===== config.mk =====
export PLATFORM = sky130hd
export DESIGN_NAME = alu_op_sequencer
export DESIGN_NICKNAME = d
export VERILOG_FILES = /design/src/rtl/alu_op_sequencer.sv
export SDC_FILE = /design/constraint.sdc
export NUM_CORES = 1
export LEC_CHECK = 0
export CORE_ASPECT_RATIO = 0.75
export CORE_MARGIN = 8
export CORE_UTILIZATION = 25
export CTS_CLUSTER_DIAMETER = 100
export DETAILED_ROUTE_END_ITERATION = 12
export PLACE_DENSITY_LB_ADDON = 0.3
export SLEW_MARGIN = 20
export SYNTH_ARGS = -nofsm -noshare
export SYNTH_HDL_FRONTEND = slang
export SYNTH_SLANG_ARGS = --single-unit

===== constraint.sdc =====
create_clock -name clk -period 1.8 [get_ports clk]
set_input_delay 0.36 -clock clk [delete_from_list [all_inputs] [get_ports clk]]
set_output_delay 0.36 -clock clk [all_outputs]
set_load 0.05 [all_outputs]

===== src/rtl/alu_op_sequencer.sv =====
// Front-end controller for the 8-bit ALU: dispatches one (op, a, b) request to the
// selected functional unit over its start/done handshake and returns the result.
module alu_op_sequencer #(
    parameter int NUM_UNITS = 8,
    parameter int OP_W      = 3,
    parameter int TIMEOUT   = 64
) (
    input  logic                    clk,
    input  logic                    reset,
    input  logic                    start,
    input  logic [OP_W-1:0]         op,
    input  logic [7:0]              a,
    input  logic [7:0]              b,
    output logic                    busy,
    output logic                    done,
    output logic                    err,
    output logic [15:0]             res,
    output logic [7:0]              unit_a,
    output logic [7:0]              unit_b,
    output logic [NUM_UNITS-1:0]    unit_start,
    input  logic [NUM_UNITS-1:0]    unit_done,
    input  logic [16*NUM_UNITS-1:0] unit_res
);

    typedef enum logic [1:0] {
        IDLE  = 2'd0,
        ISSUE = 2'd1,
        WAIT  = 2'd2
    } state_t;

    localparam logic [OP_W:0] NUM_UNITS_EXT = (OP_W+1)'(NUM_UNITS);
    localparam logic [7:0]    TIMEOUT_LAST  = 8'(TIMEOUT - 1);

    state_t                 state;
    logic [OP_W-1:0]        op_latched;
    logic [7:0]             counter;

    logic                   op_valid;
    logic [NUM_UNITS-1:0]   op_onehot;
    logic                   sel_done;
    logic [15:0]            sel_res;

    assign busy     = (state != IDLE);
    assign op_valid = ({1'b0, op} < NUM_UNITS_EXT);

    always_comb begin
        op_onehot = '0;
        for (int k = 0; k < NUM_UNITS; k++) begin
            if (op == OP_W'(k)) begin
                op_onehot[k] = 1'b1;
            end
        end
    end

    // Only the unit that was dispatched to can complete the operation.
    always_comb begin
        sel_done = 1'b0;
        sel_res  = '0;
        for (int k = 0; k < NUM_UNITS; k++) begin
            if (op_latched == OP_W'(k)) begin
                sel_done = unit_done[k];
                sel_res  = unit_res[16*k +: 16];
            end
        end
    end

    always_ff @(posedge clk) begin
        if (reset) begin
            state      <= IDLE;
            done       <= 1'b0;
            err        <= 1'b0;
            res        <= '0;
            unit_a     <= '0;
            unit_b     <= '0;
            unit_start <= '0;
            counter    <= '0;
            op_latched <= '0;
        end else begin
            case (state)
                IDLE: begin
                    done <= 1'b0;
                    if (start) begin
                        unit_a     <= a;
                        unit_b     <= b;
                        op_latched <= op;
                        err        <= 1'b0;
                        if (op_valid) begin
                            unit_start <= op_onehot;
                            state      <= ISSUE;
                        end else begin
                            done <= 1'b1;
                            err  <= 1'b1;
                            res  <= '0;
                        end
                    end
                end
                ISSUE: begin
                    unit_start <= '0;
                    counter    <= '0;
                    state      <= WAIT;
                end
                WAIT: begin
                    // A completion on the expiry edge still counts as success.
                    if (sel_done) begin
                        res   <= sel_res;
                        done  <= 1'b1;
                        err   <= 1'b0;
                        state <= IDLE;
                    end else if (counter == TIMEOUT_LAST) begin
                        res   <= '0;
                        done  <= 1'b1;
                        err   <= 1'b1;
                        state <= IDLE;
                    end else begin
                        counter <= counter + 8'd1;
                    end
                end
                default: begin
                    unit_start <= '0;
                    state      <= IDLE;
                end
            endcase
        end
    end

endmodule


; Word level (Yosys, flattened, before mapping)
; Index checks and enable logic that the tools add are counted.
[totals]
regBits = 55
input_bits = 158
[op_classes]
add_sub_neg = 1
muxes = 41
reduce_logical = 14
bitwise_logic = 1
n_eq_ne = 21
[op_table]
columns = op, count
row1 = 2-to-1 mux 16 bit, 10
row2 = case mux 8 bit (2 select lines), 2
row3 = equality test 3 bit (second input constant), 8
row4 = 2-to-1 mux 8 bit, 3
row5 = 2-to-1 mux 1 bit, 20
row6 = equality test 3 x 2 -> 1 bit (second input constant), 4
row7 = AND reduction 2 bit, 5
row8 = adder 8 x 1 -> 8 bit (second input constant), 1
row9 = equality test 8 x 6 -> 1 bit (second input constant), 1
row10 = nonzero test 2 bit, 4
row11 = equality test 3 x 1 -> 1 bit (second input constant), 2
row12 = logical NOT 3 bit, 2
row13 = 2-to-1 mux 2 bit, 3
row14 = != test 2 bit (second input constant), 3
row15 = case mux 2 bit (3 select lines), 1
row16 = AND reduction 3 bit, 2
row17 = case mux 1 bit (2 select lines), 2
row18 = != test 3 bit (second input constant), 1
row19 = equality test 2 x 1 -> 1 bit (second input constant), 1
row20 = equality test 2 bit (second input constant), 1
row21 = logical NOT 2 bit, 1
row22 = inverter 1 bit, 1

; Depth between registers and ports, before layout
[logic_depth]
depth_word = 11
depth_mapped = 8

; Worst setup path after synthesis
; No wires, ideal clock.
[synth_path]
path_type = register to register
start = reg counter[0]
end = reg res[10]
path_stages_with_launch = 8
t_arrival_ns = 1.712
slack_ns = -0.037
t_required_ns = 1.676
setup_ns = 0.124
cell_sequence = dfxtp_1 > ha_1 > nand3_1 > nor2_1 > nand2_1 > a21oi_1 > buf_6 > o32ai_2
[synth_via]
elab_chain_len = 3
[synth_lines]
columns = element, line_no
row1 = start: declaration, 36  ; logic [7:0] counter;
row2 = start signal: assignment, 115  ; counter <= counter + 8'd1;
row3 = equality test 8 x 6 -> 1 bit, 109  ; end else if (counter == TIMEOUT_LAST) begin
row4 = nonzero test 2 bit (no line), -
row5 = AND reduction 2 bit (no line), -
row6 = end signal: assignment, 105  ; res <= sel_res;
row7 = end: declaration, 17  ; output logic [15:0] res,
; Every way passes these cells.
; A chain may end at the register's enable or synchronous reset.

; Worst setup path in the final report
[layout_path]
start = reg op_latched[0]
end = reg res[11]
[layout_via]
elab_chain_len = 11
word_cells_on_any_way = 27
[layout_lines]
columns = element, line_no
row1 = start: declaration, 35  ; logic [OP_W-1:0] op_latched;
row2 = start signal: assignment, 85  ; op_latched <= op;
row3 = logical NOT 3 bit, 60  ; if (op_latched == OP_W'(k)) begin
row4 = 2-to-1 mux 1 bit (8 in a row), 60
row5 = nonzero test 2 bit (no line), -
row6 = AND reduction 2 bit (no line), -
; Parallel ways exist; a longest one is shown, timed or not.

==> results.md <==
* TritonCTS clock tree: done
* Clock period minus worst slack at 1.73 ns
* Peak VDD IR at approximately 0.00048 V
* Total overflow reported by the global router at 0
* Buf+Inv Stages, Crit Path at 2
* Mean Syn Cell Area at slightly above 9 um2
* Worst reg2reg endpoint: res[11]
* Hold Crit Depth at 2
* Number of inserted filler cells in the final layout at 1,233
* Die outline height at 116 um
* Buffers inserted during post-CTS setup optimization at 0
* Number of enable flip-flop cells after synthesis at 0
* Transition time at the pin with the least slew margin at 0.429 ns
* Final weighted congestion in routability-driven placement at 0.777
* Via count at 3,607
* Number of antenna violations at the first check in global routing at 0
* I/O Pins at 201
* Net Sw Frac at 0.286
* Global-route wire length before repair at ~21 mm
* Post-route cell area at approximately 6000 um2
* Maximum achievable frequency at between 500 and 600 MHz
* Worst min-delay path endpoint: unit_a[6]
* Kind of end point of the critical path: flip-flop
* Area of the multi-input gates at approximately 2100 um2
* Maximum number of pins on one net before global-route repair at 32
* Antenna cells at 0
* CTS sink cnt at 55
* Clock share of power at 0.304
* Cell variety after synth at between 40 and 50
* H-tree depth at 2
* Starting DRC count in detailed routing at 186
* Critical path data arrival time at 1.92 ns
* Launching point of the worst reg2reg path: op_latched[0]
* Run status: complete, no violations
* Total power per unit cell area at roughly 600 nW/um2
* Critical path's slowest cell: sky130_fd_sc_hd__mux4_2
* Worst EP required at roughly 2.0 ns
* Post-detailed-route wirelength per cell at 17.8 um
* Worst setup path category: flip-flop to flip-flop
* Flip-flop and latch count after synthesis at 55
* Path category of the worst min-delay check: flip-flop to flip-flop
* Wirelength, routed at approximately 13 mm
* Largest delay share family, worst path: multiplexers
* Net count of the mapped netlist at about 520
* Final worst clock skew at between 0.01 and 0.015 ns
* Number of violations of the max-capacitance limit at 0
* Root buf cell: sky130_fd_sc_hd__clkbuf_16
* Final setup violation count at 0
* Sequential Power Share at 0.357
* Worst reg-to-reg path cell count at 5
* Cell count after synthesis at 360
* HPWL after detailed placement at roughly 11 mm
* Critical path cell sequence: buf_12 > mux4_2 > o21ai_0 > buf_4 > o32ai_2
* Die boundary width at 149 um
* Final antenna-violating net count at 0
* Core box area at around 13,000 um2
* Total Power Consumption at 0.00362 W
* Area of the mapped netlist at 3310 um2
* Slack of the worst reg-to-reg path at a little under 0.07 ns
* Signed area change from the synthesized netlist to the final layout at 81.1%
* Count of yosys warnings during synthesis at 0
* Most common library cell in the layout ignoring fill and taps: sky130_fd_sc_hd__clkdlybuf4s50_1
* Hold buffer count at cts at 0
* Setup repair after global routing missed its margin: yes
* Net switching power figure at 0.00104 W
* Area of all sequential standard cells at between 1000 and 1500 um2
* # port buffers at 200
* Drt drc at 0
* Final clock period utilization by the worst path at 0.962
* Commonest cells after routing, fill and taps aside: sky130_fd_sc_hd__clkdlybuf4s50_1 (153), sky130_fd_sc_hd__buf_4 (79), sky130_fd_sc_hd__nand2_1 (57)
* Combinational share of power at 0.339
* Via count normalized by instance count at around 4.8
* Number of nets in the finished design at between 700 and 800
* Cell area after placement at about 5600 um2
* Critical path's largest stage delay at a little over 0.5 ns
* Internal power at ~0.0026 W
* TritonCTS Buffers at 5
* Total number of placement rows at 36
* Starting density of the core at 0.255
* Number of max-slew violations in the final report at 0
* Max Buffers Root-to-Sink at 2
* Clock slew seen by the registers of the worst setup and hold paths at 0.08 ns
* Count of TritonRoute iterations in the first routing pass at 4
* Clock latency of the later-clocked register in the worst-skew pair at about 0.29 ns
* Top flip-flop cell by instance count after synthesis: sky130_fd_sc_hd__dfxtp_1
* Share of post-route cells with drive strength above 1 at 0.279
* Vias in the first global route at roughly 3,800
* Total GRT Usage at 0.149
* Largest fanout on the critical path at 26
* Async set-or-reset flop fraction in the synthesized netlist at 0
* Sequential-to-total area share from yosys stat at 0.333
* Final Hold Fails at 0
* Slew margin rel. at 0.713
* Critical path launch point type: flip-flop
* LEAKAGE at about 2.2 nW
* Die ar. at 17,200 um2
* HP Start: unit_a[6]
worst max path at each step:
| stage | startpoint | endpoint | cells after the start |
|---|---|---|---|
| finish | op_latched[0] | res[11] | 5 |
| global placement | unit_done[3] | res[0] | 7 |
| detailed placement | unit_done[3] | counter[1] | 7 |
| global route | op_latched[0] | res[11] | 5 |
| floorplan | counter[0] | res[15] | 6 |
| CTS | counter[1] | res[0] | 7 |
layout make-up:
type | instances | area share
Timing Repair Buffer | 244 | 0.388
Multi-Input combinational cell | 265 | 0.358
Sequential cell | 55 | 0.185
Tap cell | 171 | 0.0357
Clock buffer | 5 | 0.0209
Clock inverter | 2 | 0.00627
Inverter | 10 | 0.00627
flip-flops by register name, summed over array words and instances, names as in the netlist:
| signal | count |
|---|---|
| op_latched | 3 |
| unit_b | 8 |
| err | 1 |
| done | 1 |
| counter | 8 |
| state | 2 |
| unit_a | 8 |
| res | 16 |
| unit_start | 8 |
cell usage after synthesis, types with 3 or more instances:
library cell / count / area (um2)
sky130_fd_sc_hd__a21oi_1: 38 / 190
sky130_fd_sc_hd__a22oi_1: 3 / 22.5
sky130_fd_sc_hd__a32oi_1: 4 / 35.0
sky130_fd_sc_hd__buf_2: 7 / 35.0
sky130_fd_sc_hd__buf_6: 5 / 56.3
sky130_fd_sc_hd__clkbuf_1: 16 / 60.1
sky130_fd_sc_hd__dfxtp_1: 55 / 1100
sky130_fd_sc_hd__inv_1: 10 / 37.5
sky130_fd_sc_hd__mux2_2: 14 / 158
sky130_fd_sc_hd__mux2i_1: 6 / 60.1
sky130_fd_sc_hd__mux4_2: 18 / 405
sky130_fd_sc_hd__nand2_1: 58 / 218
sky130_fd_sc_hd__nand2b_1: 17 / 106
sky130_fd_sc_hd__nand3_1: 5 / 25.0
sky130_fd_sc_hd__nand4_1: 3 / 18.8
sky130_fd_sc_hd__nor2_1: 20 / 75.1
sky130_fd_sc_hd__nor2b_1: 5 / 31.3
sky130_fd_sc_hd__o21ai_0: 14 / 70.1
sky130_fd_sc_hd__o22ai_1: 16 / 100
sky130_fd_sc_hd__o32ai_1: 5 / 43.8
sky130_fd_sc_hd__o32ai_2: 10 / 163
cell families after synthesis:
family	share of synthesized area
simple gates	0.164
compound gates	0.244
flops	0.333
buf+inv	0.0617
mux	0.188
xor+xnor	0.00530
fa+ha+maj	0.00378
worst min-delay path: cells and delay by family, from the launching register on:
family / cells / cell delay (ns)
and+or+nand+nor: 1 / 0.05
AOI/OAI and AO/OA: 1 / 0.05
DFF: 1 / 0.31
layer usage:
metal,GRT usage,vias up,routed length (um)
met5,0,-,0
met1,0.180,1704,5610
met2,0.265,119,6780
met3,0.0371,11,856
met4,0.0309,0,147
li1,-,1773,-
metrics by stage:
step	setup slack, ns	setup TNS, ns	hold slack (ns)	util	std cells
2_1_floorplan	0.0356	0	0.455	-	360
3_3_place_gp	-0.254	-5.95	0.445	0.435	744
3_5_place_dp	-0.304	-6.60	0.451	0.435	744
4_1_cts	0.00766	0	0.460	0.449	751
5_1_grt	-0.0278	-0.0337	0.477	0.462	752
6_report	0.0677	0	0.459	0.462	752
what timing repair did:
action                                 in CTS  in global routing
cloned                                      0                  1
pin swaps                                   1                 10
endpoints found under the hold margin       0                  0
resized for setup                           4                 25
setup endpoints to repair                  18                 25
power by group through the flow:
stage | clock network, W | registers (W) | logic [W]
2_1_floorplan | 0 | 0.00144 | 0.000443
3_3_place_gp | 0 | 0.00132 | 0.00118
3_5_place_dp | 0 | 0.00132 | 0.00119
4_1_cts | 0.00112 | 0.00129 | 0.00120
5_1_grt | 0.00116 | 0.00130 | 0.00131
6_report | 0.00110 | 0.00129 | 0.00123
Note: power is estimated with default switching activity, not from simulation.
